===== config.mk =====
export PLATFORM = sky130hd
export DESIGN_NAME = mips_mem_arbiter
export DESIGN_NICKNAME = d
export VERILOG_FILES = /design/src/rtl/mips_mem_arbiter.sv
export SDC_FILE = /design/constraint.sdc
export NUM_CORES = 1
export LEC_CHECK = 0
export CAP_MARGIN = 20
export CORE_MARGIN = 2
export CORE_UTILIZATION = 41
export CTS_BUF_LIST = sky130_fd_sc_hd__clkbuf_16
export DETAILED_ROUTE_END_ITERATION = 7
export PLACE_DENSITY = 0.87
export SKIP_CTS_REPAIR_TIMING = 1
export SYNTH_ARGS = -nofsm -noshare
export SYNTH_HDL_FRONTEND = slang
export SYNTH_SLANG_ARGS = --single-unit

===== constraint.sdc =====
create_clock -name clk -period 5.7 [get_ports clk]
set_input_delay 0.57 -clock clk [delete_from_list [all_inputs] [get_ports clk]]
set_output_delay 0.57 -clock clk [all_outputs]
set_load 0.01 [all_outputs]

===== src/rtl/mips_mem_arbiter.sv =====
// Arbitrates IF fetches and MEM-stage loads/stores onto one fixed-latency memory port.
// Optional stall-cycle counters are enabled by defining MEM_ARB_PERF_EN.
module mips_mem_arbiter #(
  parameter int ADDR_W  = 32,
  parameter int DATA_W  = 32,
  parameter int MEM_LAT = 2
) (
  input  logic              clk,
  input  logic              rst,
  input  logic              if_req,
  input  logic [ADDR_W-1:0] if_addr,
  output logic [DATA_W-1:0] if_rdata,
  output logic              if_ack,
  input  logic              dm_req,
  input  logic              dm_we,
  input  logic [ADDR_W-1:0] dm_addr,
  input  logic [DATA_W-1:0] dm_wdata,
  output logic [DATA_W-1:0] dm_rdata,
  output logic              dm_ack,
  output logic              mem_en,
  output logic              mem_we,
  output logic [ADDR_W-1:0] mem_addr,
  output logic [DATA_W-1:0] mem_wdata,
  input  logic [DATA_W-1:0] mem_rdata,
  output logic              stall_if,
  output logic              stall_mem
`ifdef MEM_ARB_PERF_EN
  ,
  output logic [31:0]       perf_if_stall,
  output logic [31:0]       perf_dm_stall
`endif
);

  localparam logic [1:0] S_IDLE  = 2'd0;
  localparam logic [1:0] S_ISSUE = 2'd1;
  localparam logic [1:0] S_WAIT  = 2'd2;
  localparam logic [1:0] S_DONE  = 2'd3;

  localparam logic [3:0] LAT = 4'(MEM_LAT);

  logic [1:0]        r_state;
  logic              r_owner_dm;
  logic              r_if_owed;
  logic [3:0]        r_cnt;
  logic              r_mem_en;
  logic              r_mem_we;
  logic [ADDR_W-1:0] r_mem_addr;
  logic [DATA_W-1:0] r_mem_wdata;
  logic [DATA_W-1:0] r_if_rdata;
  logic [DATA_W-1:0] r_dm_rdata;
  logic              r_if_ack;
  logic              r_dm_ack;

  logic w_grant_dm;
  logic w_grant_if;

  // Data wins ties unless fetch was already passed over once while waiting.
  assign w_grant_dm = dm_req & ~(r_if_owed & if_req);
  assign w_grant_if = ~w_grant_dm & if_req;

  always_ff @(posedge clk or posedge rst) begin
    if (rst) begin
      r_state     <= S_IDLE;
      r_owner_dm  <= 1'b0;
      r_if_owed   <= 1'b0;
      r_cnt       <= '0;
      r_mem_en    <= 1'b0;
      r_mem_we    <= 1'b0;
      r_mem_addr  <= '0;
      r_mem_wdata <= '0;
      r_if_rdata  <= '0;
      r_dm_rdata  <= '0;
      r_if_ack    <= 1'b0;
      r_dm_ack    <= 1'b0;
    end else begin
      r_mem_en <= 1'b0;
      r_if_ack <= 1'b0;
      r_dm_ack <= 1'b0;
      case (r_state)
        S_IDLE: begin
          if (w_grant_dm) begin
            r_owner_dm  <= 1'b1;
            r_mem_we    <= dm_we;
            r_mem_addr  <= dm_addr;
            r_mem_wdata <= dm_wdata;
            r_mem_en    <= 1'b1;
            r_state     <= S_ISSUE;
            if (if_req) begin
              r_if_owed <= 1'b1;
            end
          end else if (w_grant_if) begin
            r_owner_dm  <= 1'b0;
            r_mem_we    <= 1'b0;
            r_mem_addr  <= if_addr;
            r_mem_wdata <= '0;
            r_mem_en    <= 1'b1;
            r_if_owed   <= 1'b0;
            r_state     <= S_ISSUE;
          end
        end
        S_ISSUE: begin
          r_cnt   <= LAT;
          r_state <= S_WAIT;
        end
        S_WAIT: begin
          // The count hits 1 in the cycle the memory data is valid, so capture here.
          if (r_cnt == 4'd1) begin
            if (r_owner_dm) begin
              if (!r_mem_we) begin
                r_dm_rdata <= mem_rdata;
              end
              r_dm_ack <= 1'b1;
            end else begin
              r_if_rdata <= mem_rdata;
              r_if_ack   <= 1'b1;
            end
            r_state <= S_DONE;
          end else begin
            r_cnt <= r_cnt - 4'd1;
          end
        end
        S_DONE: begin
          r_state <= S_IDLE;
        end
        default: begin
          r_state <= S_IDLE;
        end
      endcase
    end
  end

  assign mem_en    = r_mem_en;
  assign mem_we    = r_mem_we;
  assign mem_addr  = r_mem_addr;
  assign mem_wdata = r_mem_wdata;
  assign if_rdata  = r_if_rdata;
  assign dm_rdata  = r_dm_rdata;
  assign if_ack    = r_if_ack;
  assign dm_ack    = r_dm_ack;
  assign stall_if  = if_req & ~r_if_ack;
  assign stall_mem = dm_req & ~r_dm_ack;

`ifdef MEM_ARB_PERF_EN
  logic [31:0] r_perf_if;
  logic [31:0] r_perf_dm;

  // Saturating counters so a long-running core never wraps back to small values.
  always_ff @(posedge clk or posedge rst) begin
    if (rst) begin
      r_perf_if <= '0;
      r_perf_dm <= '0;
    end else begin
      if (stall_if && (r_perf_if != 32'hFFFF_FFFF)) begin
        r_perf_if <= r_perf_if + 32'd1;
      end
      if (stall_mem && (r_perf_dm != 32'hFFFF_FFFF)) begin
        r_perf_dm <= r_perf_dm + 32'd1;
      end
    end
  end

  assign perf_if_stall = r_perf_if;
  assign perf_dm_stall = r_perf_dm;
`endif

endmodule

==> impl_metrics.toml <==
[floorplan]
io_pins = 267
die_area_mm2 = 0.0149
die_y_um = 122
start_util_pct = 41.6
row_count = 43
core_mm2 = 0.0138
die_x_um = 122

[finish]
fillers = 994
final_nets = 810
final_area_mm2 = 0.00918
post-route-util_pct = 66.6
n_antenna_cell = 0
synthToLayoutAreaGrowth_pct = 60.3
drive_gt1_share_pct = 10.7

[detailed_routing]
drc = 0
wire_per_inst_um = 17.6
dr_total_vias = 4267
via_per_inst = 4.94
drt_iter0_drc = 215
firstDrtPassIters = 4
routed_wl_um = 15200
ant_nets = 0

[yosys]
yosysWarnings = 0
async_flop_share_pct = 100
synth_compound_area_share_pct = 8.92
yosysUniqueCellTypes = 34
ys_seq_area_share_pct = 61.2
ys_ff_latch = 140
synth_edf_count = 0
synthFlopType = "dfrtp_1"
synth_xor_xnor_area_share_pct = 0
netlist.area_leader.share_pct = 61.2
synth_fa_ha_area_share_pct = 1.31
synth_top_area_cell = "dfrtp_1"
syn-instance-count = 405
synth.top_cells.by_area = "dfrtp_1, mux2_4, mux2_1, mux2i_1, a22o_1"
synth.cell_area_mm2 = 0.00572
synthMuxAreaShare_pct = 20.8
synth.avg_cell_area_um2 = 14.1
synth_nets = 544
synth_top_family_by_area = "multiplexers"
synthSimpleGateAreaFrac_pct = 4.50

[cts]
clk_path_buf_depth = 2
htreeDepth = 4
path_clk_slew_ns = 0.06
clk-insertion-delay-late_ns = 0.43
root_buffer = "clkbuf_16"
numCtsBuffers = 17
cts.sinks = 140
cts_tree = "done"

[timing]
clock_skew_ns = 0.0127
slew_violations = 0
holdWs_ns = 0.479
final-hold-violation-count = 0
tightestPinTransition_ns = 0.928
finalSetupViolCount = 0
period_share_pct = 45.2
tns_ns = 0
max_freq_ghz = 0.388
slew_headroom_pct = 37.8
rsz0062_at_grt = "no"
layout_setup_ws_ns = 3.12
fin_crit_ns = 2.58

[grt]
use_met3_pct = 7.26
grt_pass1_wl_um = 23100
overflow = 0
met1_usage_pct = 23.1
antenna_found_initial = 0
top_usage_layer = "met2"
grt_pass1_vias = 4593
track_usage_pct = 20.7
grt_max_degree = 99
grtUsageMet2_pct = 36.0

[placed_design]
postPlaceCellArea_mm2 = 0.00850
hpwl_um = 11100
gp_congestion = 0.732
dp_slack_ns = 2.67
port_buffers = 266

[power_and_ir_drop]
leakage_nw = 4.08
powerDensity_mw_per_mm2 = 547
vdd.ir_drop.worst_mv = 0.288

[run_status]
outcome = "complete, no violations"

[critical_path]
worstSetupEndpointType = "flip-flop"
rrSetupSlack_ns = 3.12
critPathSlowestCell = "nand3b_2"
ff2ff_path_depth = 5
crit_fanout = 32
startpoint_type = "flip-flop"
critPathKind = "flip-flop to flip-flop"
cpPeakStageDelay_ns = 0.68
path_cells = "inv_1 -> ha_1 -> and4bb_4 -> nand3b_2 -> mux2_1"
critPathArrivalTime_ns = 2.87
path_delay_family = "simple AND/OR/NAND/NOR gates"
worstPathRequired_ns = 5.99
critical_path_buf_inv_count = 1
worst_r2r_startpoint = "r_state[0]"
reg2reg_to = "dm_rdata[6]"

[worst_hold_path]
min_path_type = "flip-flop to flip-flop"
min_path_cells = 2
whs_endpoint = "mem_addr[0]"
hp-start = "mem_addr[0]"

[run]
maxCapViolCount = 0
[synthesized netlist by cell type, types with 2 or more instances]
| library cell | n |
|---|---|
| nor2b_1 | 3 |
| inv_1 | 7 |
| a22o_1 | 33 |
| a21oi_1 | 2 |
| buf_8 | 3 |
| buf_2 | 10 |
| nand2b_1 | 2 |
| dfrtp_1 | 140 |
| o21ai_0 | 22 |
| buf_4 | 3 |
| mux2_4 | 29 |
| nand2_1 | 38 |
| o21ai_1 | 12 |
| mux2_1 | 36 |
| mux2i_1 | 35 |
| ha_1 | 6 |
| clkbuf_1 | 7 |
[metal layers]
layer	wire length [um]	vias up
li1	-	1959
met1	5900	2106
met2	7870	183
met3	1250	19
met4	214	0
met5	0	-
[how the worst max path moves through the flow]
stage | startpoint | end | slack, ns | cells after the start
after detailed placement | dm_req | mem_wdata[3] | 2.67 | 5
after CTS | r_state[0] | dm_rdata[6] | 3.08 | 5
after global routing | r_state[0] | dm_rdata[6] | 2.97 | 5
final | r_state[0] | dm_rdata[6] | 3.12 | 5
after global placement | dm_req | mem_wdata[4] | 2.80 | 5
after floorplan | rst | dm_ack | 1.38 | 1
[registers in the layout, indices dropped and copies added (netlist names)]
name,flops
r_owner_dm,1
if_rdata,32
dm_rdata,32
r_if_owed,1
mem_addr,32
mem_en,1
mem_wdata,32
r_state,2
dm_ack,1
mem_we,1
if_ack,1
r_cnt,4
[cell type report]
| class | instances | area, um^2 | area share [%] |
|---|---|---|---|
| multi-input combinational | 233 | 2050 | 22.3 |
| inverter | 8 | 35.0 | 0.382 |
| sequential | 140 | 3500 | 38.2 |
| clock inverter | 15 | 220 | 2.40 |
| timing repair buffer | 271 | 2720 | 29.6 |
| clock buffer | 17 | 425 | 4.64 |
| tap | 180 | 225 | 2.45 |
[cell usage in the layout (no fill, tap or decap), drive strengths merged]
cell type and count:
clkinv 6, nor2b 4, o31ai 1, clkinvlp 1, mux2i 35, a21o 1, and2 1, a22o 33
o32a 1, clkdlybuf4s50 266, ha 6, inv 11, a21oi 2, buf 5, nor3 1, nor3b 1
mux2 65, or3b 1, o22ai 1, clkbuf 17, nor2 2, bufinv 5, nand3 1, a21bo 1
o21ai 34, nand2b 2, dfrtp 140, nand2 38, nand3b 1, and4bb 1
[worst register-to-register path: cells and delay by family (launching register included)]
| family | cells | cell delay, ns |
|---|---|---|
| multiplexers | 1 | 0.65 |
| adder cells (fa/ha/maj) | 1 | 0.30 |
| buffers and inverters | 1 | 0.12 |
| flip-flops | 1 | 0.40 |
| AND/OR/NAND/NOR | 2 | 0.97 |
[metrics by stage]
step	power, W	std cells
2_1_floorplan	0.00263	405
3_3_place_gp	0.00373	831
3_5_place_dp	0.00382	831
4_1_cts	0.00506	863
5_1_grt	0.00530	864
6_report	0.00502	864
[cells by family after synthesis]
family          after synthesis
mux                         100
compound gates               74
fa+ha+maj                     6
buf+inv                      32
flops                       140
simple gates                 53
[power breakdown]
group	switching, W	total (W)	internal, W
combinational	0.000838	0.00208	0.00124
clock	0.000424	0.00120	0.000775
sequential	0.000282	0.00174	0.00146
(Power assumes the default switching activity.)
